===== config.mk =====
export PLATFORM = sky130hd
export DESIGN_NAME = ascon_hash_xof_stream
export DESIGN_NICKNAME = d
export VERILOG_FILES = /design/src/rtl/ascon_hash_xof_stream.sv
export SDC_FILE = /design/constraint.sdc
export NUM_CORES = 2
export LEC_CHECK = 0
export CAP_MARGIN = 20
export CORE_MARGIN = 10
export CORE_UTILIZATION = 50
export DETAILED_ROUTE_END_ITERATION = 10
export PLACE_DENSITY = 0.75
export SYNTH_ARGS = -nofsm -noshare
export SYNTH_HDL_FRONTEND = slang
export SYNTH_SLANG_ARGS = --single-unit

===== constraint.sdc =====
create_clock -name clk -period 7.3 [get_ports clk]
set_clock_uncertainty 0.2 [all_clocks]
set_input_delay 0.73 -clock clk [delete_from_list [all_inputs] [get_ports clk]]
set_output_delay 0.73 -clock clk [all_outputs]
set_load 0.05 [all_outputs]

===== src/rtl/ascon_hash_xof_stream.sv =====
// Streaming Ascon-Hash / Ascon-Xof engine with an iterated, optionally unrolled permutation core.
// Message words are absorbed over a valid/ready port with hardware padding; digest or XOF
// words are squeezed out over a second valid/ready port.
module ascon_hash_xof_stream #(
  parameter int unsigned ROUNDS_A = 12,
  parameter int unsigned ROUNDS_B = 12,
  parameter int unsigned UNROLL   = 1
) (
  input  logic        clk,
  input  logic        rst_n,
  input  logic        start,
  input  logic        mode,
  input  logic [7:0]  out_words,
  input  logic [63:0] msg_data,
  input  logic        msg_valid,
  input  logic        msg_last,
  input  logic [3:0]  msg_bytes,
  output logic        msg_ready,
  output logic [63:0] out_data,
  output logic        out_valid,
  output logic        out_last,
  input  logic        out_ready,
  output logic        busy
);

  typedef enum logic [2:0] {
    StIdle, StInit, StAbsorb, StPermB, StPad, StPermA, StSqueeze, StPermSq
  } state_e;

  // Index 0 is x0, the rate word.
  typedef logic [4:0][63:0] ascon_state_t;

  // A permutation p^n runs global round indices 12-n .. 11.
  localparam logic [3:0] RndAStart = 4'(12 - ROUNDS_A);
  localparam logic [3:0] RndBStart = 4'(12 - ROUNDS_B);
  localparam logic [3:0] RndStep   = 4'(UNROLL);
  localparam logic [7:0] IvCap     = 8'(12 - ROUNDS_B);

  state_e       state_q;
  ascon_state_t s_q;
  logic [3:0]   rnd_q;
  logic         mode_q;
  logic [7:0]   target_q;
  logic [7:0]   cnt_q;
  logic         pad_pending_q;
  logic         msg_ready_q;
  logic         out_valid_q;
  logic         out_last_q;
  logic [63:0]  out_data_q;
  logic         busy_q;

  ascon_state_t perm;
  logic [3:0]   rnd_next;
  logic         perm_done;
  logic [3:0]   nb;
  logic [63:0]  keep_mask;
  logic [63:0]  pad_word;
  logic [63:0]  last_word;
  logic [63:0] iv;

  function automatic logic [63:0] ror64(logic [63:0] v, int unsigned n);
    return (v >> n) | (v << (64 - n));
  endfunction

  function automatic ascon_state_t ascon_round(ascon_state_t s, logic [3:0] idx);
    logic [63:0] x0, x1, x2, x3, x4, t0, t1, t2, t3, t4;
    x0 = s[0];
    x1 = s[1];
    x2 = s[2] ^ {56'd0, 4'hf - idx, idx};
    x3 = s[3];
    x4 = s[4];
    // Bitsliced 5-bit S-box
    x0 = x0 ^ x4;
    x4 = x4 ^ x3;
    x2 = x2 ^ x1;
    t0 = ~x0 & x1;
    t1 = ~x1 & x2;
    t2 = ~x2 & x3;
    t3 = ~x3 & x4;
    t4 = ~x4 & x0;
    x0 = x0 ^ t1;
    x1 = x1 ^ t2;
    x2 = x2 ^ t3;
    x3 = x3 ^ t4;
    x4 = x4 ^ t0;
    x1 = x1 ^ x0;
    x0 = x0 ^ x4;
    x3 = x3 ^ x2;
    x2 = ~x2;
    // Linear diffusion layer
    x0 = x0 ^ ror64(x0, 19) ^ ror64(x0, 28);
    x1 = x1 ^ ror64(x1, 61) ^ ror64(x1, 39);
    x2 = x2 ^ ror64(x2, 1) ^ ror64(x2, 6);
    x3 = x3 ^ ror64(x3, 10) ^ ror64(x3, 17);
    x4 = x4 ^ ror64(x4, 7) ^ ror64(x4, 41);
    return {x4, x3, x2, x1, x0};
  endfunction

  // UNROLL consecutive rounds starting at the current round index
  always_comb begin
    perm = s_q;
    for (int unsigned k = 0; k < UNROLL; k++) begin
      perm = ascon_round(perm, rnd_q + 4'(k));
    end
    rnd_next  = rnd_q + RndStep;
    perm_done = (rnd_next == 4'd12);
  end

  // Tail masking and 0x80 padding of a short final word; oversize byte counts clamp to 8
  always_comb begin
    nb        = (msg_bytes > 4'd8) ? 4'd8 : msg_bytes;
    keep_mask = ~(64'hffff_ffff_ffff_ffff >> {nb, 3'b000});
    pad_word  = 64'h80 << {3'd7 - nb[2:0], 3'b000};
    last_word = (msg_data & keep_mask) | pad_word;
    iv        = {8'd0, 8'd64, 8'd12, IvCap, (mode ? 32'd0 : 32'd256)};
  end

  // Control FSM, permutation state and registered outputs
  always_ff @(posedge clk or negedge rst_n) begin
    if (!rst_n) begin
      state_q       <= StIdle;
      s_q           <= '0;
      rnd_q         <= '0;
      mode_q        <= 1'b0;
      target_q      <= '0;
      cnt_q         <= '0;
      pad_pending_q <= 1'b0;
      msg_ready_q   <= 1'b0;
      out_valid_q   <= 1'b0;
      out_last_q    <= 1'b0;
      out_data_q    <= '0;
      busy_q        <= 1'b0;
    end else begin
      case (state_q)
        StIdle: begin
          if (start) begin
            s_q           <= {64'd0, 64'd0, 64'd0, 64'd0, iv};
            mode_q        <= mode;
            target_q      <= mode ? ((out_words == 8'd0) ? 8'd1 : out_words) : 8'd4;
            rnd_q         <= RndAStart;
            pad_pending_q <= 1'b0;
            busy_q        <= 1'b1;
            state_q       <= StInit;
          end
        end
        StInit: begin
          s_q   <= perm;
          rnd_q <= rnd_next;
          if (perm_done) begin
            msg_ready_q <= 1'b1;
            state_q     <= StAbsorb;
          end
        end
        StAbsorb: begin
          if (msg_valid) begin
            msg_ready_q <= 1'b0;
            if (msg_last && nb != 4'd8) begin
              s_q[0]  <= s_q[0] ^ last_word;
              rnd_q   <= RndAStart;
              state_q <= StPermA;
            end else begin
              // A full final word still needs a separate padding block
              s_q[0]        <= s_q[0] ^ msg_data;
              pad_pending_q <= msg_last;
              rnd_q         <= RndBStart;
              state_q       <= StPermB;
            end
          end
        end
        StPermB: begin
          s_q   <= perm;
          rnd_q <= rnd_next;
          if (perm_done) begin
            if (pad_pending_q) begin
              pad_pending_q <= 1'b0;
              state_q       <= StPad;
            end else begin
              msg_ready_q <= 1'b1;
              state_q     <= StAbsorb;
            end
          end
        end
        StPad: begin
          s_q[0]  <= s_q[0] ^ 64'h8000_0000_0000_0000;
          rnd_q   <= RndAStart;
          state_q <= StPermA;
        end
        StPermA: begin
          s_q   <= perm;
          rnd_q <= rnd_next;
          if (perm_done) begin
            cnt_q       <= 8'd1;
            out_valid_q <= 1'b1;
            out_data_q  <= perm[0];
            out_last_q  <= (target_q == 8'd1);
            state_q     <= StSqueeze;
          end
        end
        StSqueeze: begin
          if (out_ready) begin
            out_valid_q <= 1'b0;
            out_last_q  <= 1'b0;
            out_data_q  <= '0;
            if (out_last_q) begin
              busy_q  <= 1'b0;
              state_q <= StIdle;
            end else begin
              cnt_q   <= cnt_q + 8'd1;
              rnd_q   <= RndBStart;
              state_q <= StPermSq;
            end
          end
        end
        StPermSq: begin
          s_q   <= perm;
          rnd_q <= rnd_next;
          if (perm_done) begin
            out_valid_q <= 1'b1;
            out_data_q  <= perm[0];
            out_last_q  <= (cnt_q == target_q);
            state_q     <= StSqueeze;
          end
        end
        default: state_q <= StIdle;
      endcase
    end
  end

  assign msg_ready = msg_ready_q;
  assign out_valid = out_valid_q;
  assign out_last  = out_last_q;
  assign out_data  = out_data_q;
  assign busy      = busy_q;

endmodule


==> flow_summary.ini <==
[sta]
tns_ns = 0
finalHoldWorstSlack_ns = -0.0130
hold_viol_final = 2
slew_viol_final = 0
period_share_pct = 50.5
min_period_ns = 3.68
setup_viol = 0
worst_pin_slew_ns = 1.24
relSlewSlack_pct = 17.0
rsz0062_at_grt = no
fmax_ghz = 0.271

[logic_synthesis]
ys.flop_type = dfrtp_1
synth_top_area_share_pct = 32.3
avgSynthCellArea_um2 = 9.72
yosysSeqAreaShare_pct = 32.3
synth_edf_count = 0
ys_types = 63
synth_area_leader_cell = dfrtp_1
syn_inst = 3284
ys_top_cells_by_area = dfrtp_1, xnor2_1, xor2_1
synth_fp_nets = 3498
yosys_warnings = 0
async_flop_share_pct = 100
syn_area_um2 = 31900
synthTopCellsByCount = xnor2_1, dfrtp_1, nand2_1
synth-seq-cells = 412
synth_most_common_cell = xnor2_1

[clocking]
cts_buffers = 47
cts_tree = yes
cts.sinks = 412
cts_buffer_depth = 3
clk_pin_slew_ns = 0.06
worst_skew_pair.late_latency_ns = 0.61
cts-htree-levels = 2
cts_hold_buf = 0
post-cts-setup-buffer-count = 0
cts_resized = 0
cts_root_buf = clkbuf_16

[die]
die_h_um = 273
dieWidth_um = 273
coreArea_um2 = 63200
dieArea_um2 = 74300
rows = 92
start_util_pct = 50.5
num_io_pins = 151

[worst_setup_path]
rr_startpoint = state_q[0]
path_cells = clkinv_2, nand4_1, o21ai_0, a221o_1
cpPeakStageDelay_ns = 1.02
cp.depth = 4
r2r_cells = 4
critPathLaunchType = flop
critPathRequiredTime_ns = 7.58
worstPathBufferInverterCount = 1
cp_top_family = simple AND/OR/NAND/NOR gates
crit_type = flop to flop
end_kind = flop
r2r_end = s_q[39]
cp.arrival_ns = 3.96
crit_fanout = 69
slowest_stage = nand4_1
r2r_setup_slack_ns = 3.62

[routing]
remaining_drc_errors = 0
via_per_inst = 6.01
routed_wl_mm = 114
wl_per_cell_um = 26.8
vias = 25600
ant_nets = 0
drt-pass1-iter-count = 6
drt_iter0_markers = 3279

[grt]
grt_pass1_vias = 24700
grt_pass1_wl_mm = 166
grt_max_degree = 194
track_usage_pct = 30.1
grt_overflow = 0
antenna_found_initial = 0

[worst_hold_path]
hp-class = primary input to async pin

[placed_design]
globalplace.congestion = 1.10
io_buffers = 150
hpwl_mm = 88.5

[layout]
drive_above_1_share_pct = 5.59
fin_nets = 3595
area_growth_pct = 12.3
num_antenna_cells = 0

[status]
outcome = finished, violations left
violations = negative hold slack

[job]
cap_violations = 0
==> worst reg2reg max path: cells and delay by family, from the launching register on <==
kind                   cells  cell delay (ns)
and+or+nand+nor            1             1.02
AOI/OAI and AO/OA          2             0.56
DFF                        1             0.84
buffers and inverters      1             0.94
==> area by class of cell <==
| cell class | instances | area (um2) |
|---|---|---|
| Clock buffer | 61 | 1340 |
| Clock inverter | 23 | 260 |
| Fill cell | 5501 | 27300 |
| Inverter | 194 | 729 |
| Multi-Input combinational cell | 2547 | 20400 |
| Sequential cell | 412 | 10300 |
| Tap cell | 846 | 1060 |
| Timing Repair Buffer | 179 | 1760 |
==> state kept, by name (all words and copies together) (netlist names) <==
name and flops:
s_q 320, out_data 64, cnt_q 8, target_q 8
rnd_q 4, state_q 3, busy 1, msg_ready 1
out_last 1, out_valid 1, pad_pending_q 1
==> worst max-delay path by stage <==
stage	endpoint	startpoint	slack (ns)
2_1_floorplan	s_q[42]	rnd_q[2]	4.91
3_3_place_gp	s_q[264]	start	3.72
6_report	s_q[39]	state_q[0]	3.62
4_1_cts	s_q[39]	state_q[0]	3.66
3_5_place_dp	s_q[264]	start	3.68
5_1_grt	s_q[39]	state_q[0]	3.47
==> cell families (layout without fill, tap and decap cells) <==
| group | Yosys count | count (layout) | share of synthesized area (%) |
|---|---|---|---|
| xor+xnor | 1106 | 1106 | 34.7 |
| compound gates | 645 | 645 | 13.0 |
| simple gates | 571 | 571 | 7.96 |
| flops | 412 | 412 | 32.3 |
| buf+inv | 325 | 457 | 3.95 |
| fa+ha+maj | 176 | 176 | 6.55 |
| mux | 49 | 49 | 1.55 |
==> routing by layer <==
| metal | up-vias | global-route usage (%) | part of all wire (%) |
|---|---|---|---|
| met4 | 0 | 21.5 | 8.1 |
| met3 | 353 | 7.65 | 11 |
| met1 | 12600 | 38.1 | 38 |
| met5 | - | 0 | 0 |
| met2 | 1418 | 44.4 | 42 |
| li1 | 11200 | - | - |
==> stage by stage <==
step / cells / util (%) / setup WS [ns] / cell area (um2)
final: 4262 / 56.7 / 3.62 / 35900
after global placement: 4174 / 54.2 / 3.72 / 34200
after CTS: 4258 / 56.7 / 3.66 / 35800
after global routing: 4262 / 56.7 / 3.47 / 35900
after detailed placement: 4174 / 54.2 / 3.68 / 34200
after floorplan: 3284 / - / 4.91 / 31900
==> layout by cell type, fill, tap and decap left out, types with 60 or more instances in the layout <==
| cell | count |
|---|---|
| xnor3_1 | 64 |
| a22o_1 | 141 |
| nand2_1 | 306 |
| nor2_1 | 141 |
| clkdlybuf4s50_1 | 149 |
| xnor2_2 | 60 |
| xnor2_1 | 773 |
| xor2_1 | 204 |
| inv_1 | 192 |
| a21oi_1 | 114 |
| dfrtp_1 | 411 |
| o21ai_0 | 253 |
| ha_1 | 131 |
Power is left out: the tool's default activity adds up to more than one toggle a clock period on the data nets, which glitch-free logic cannot reach.
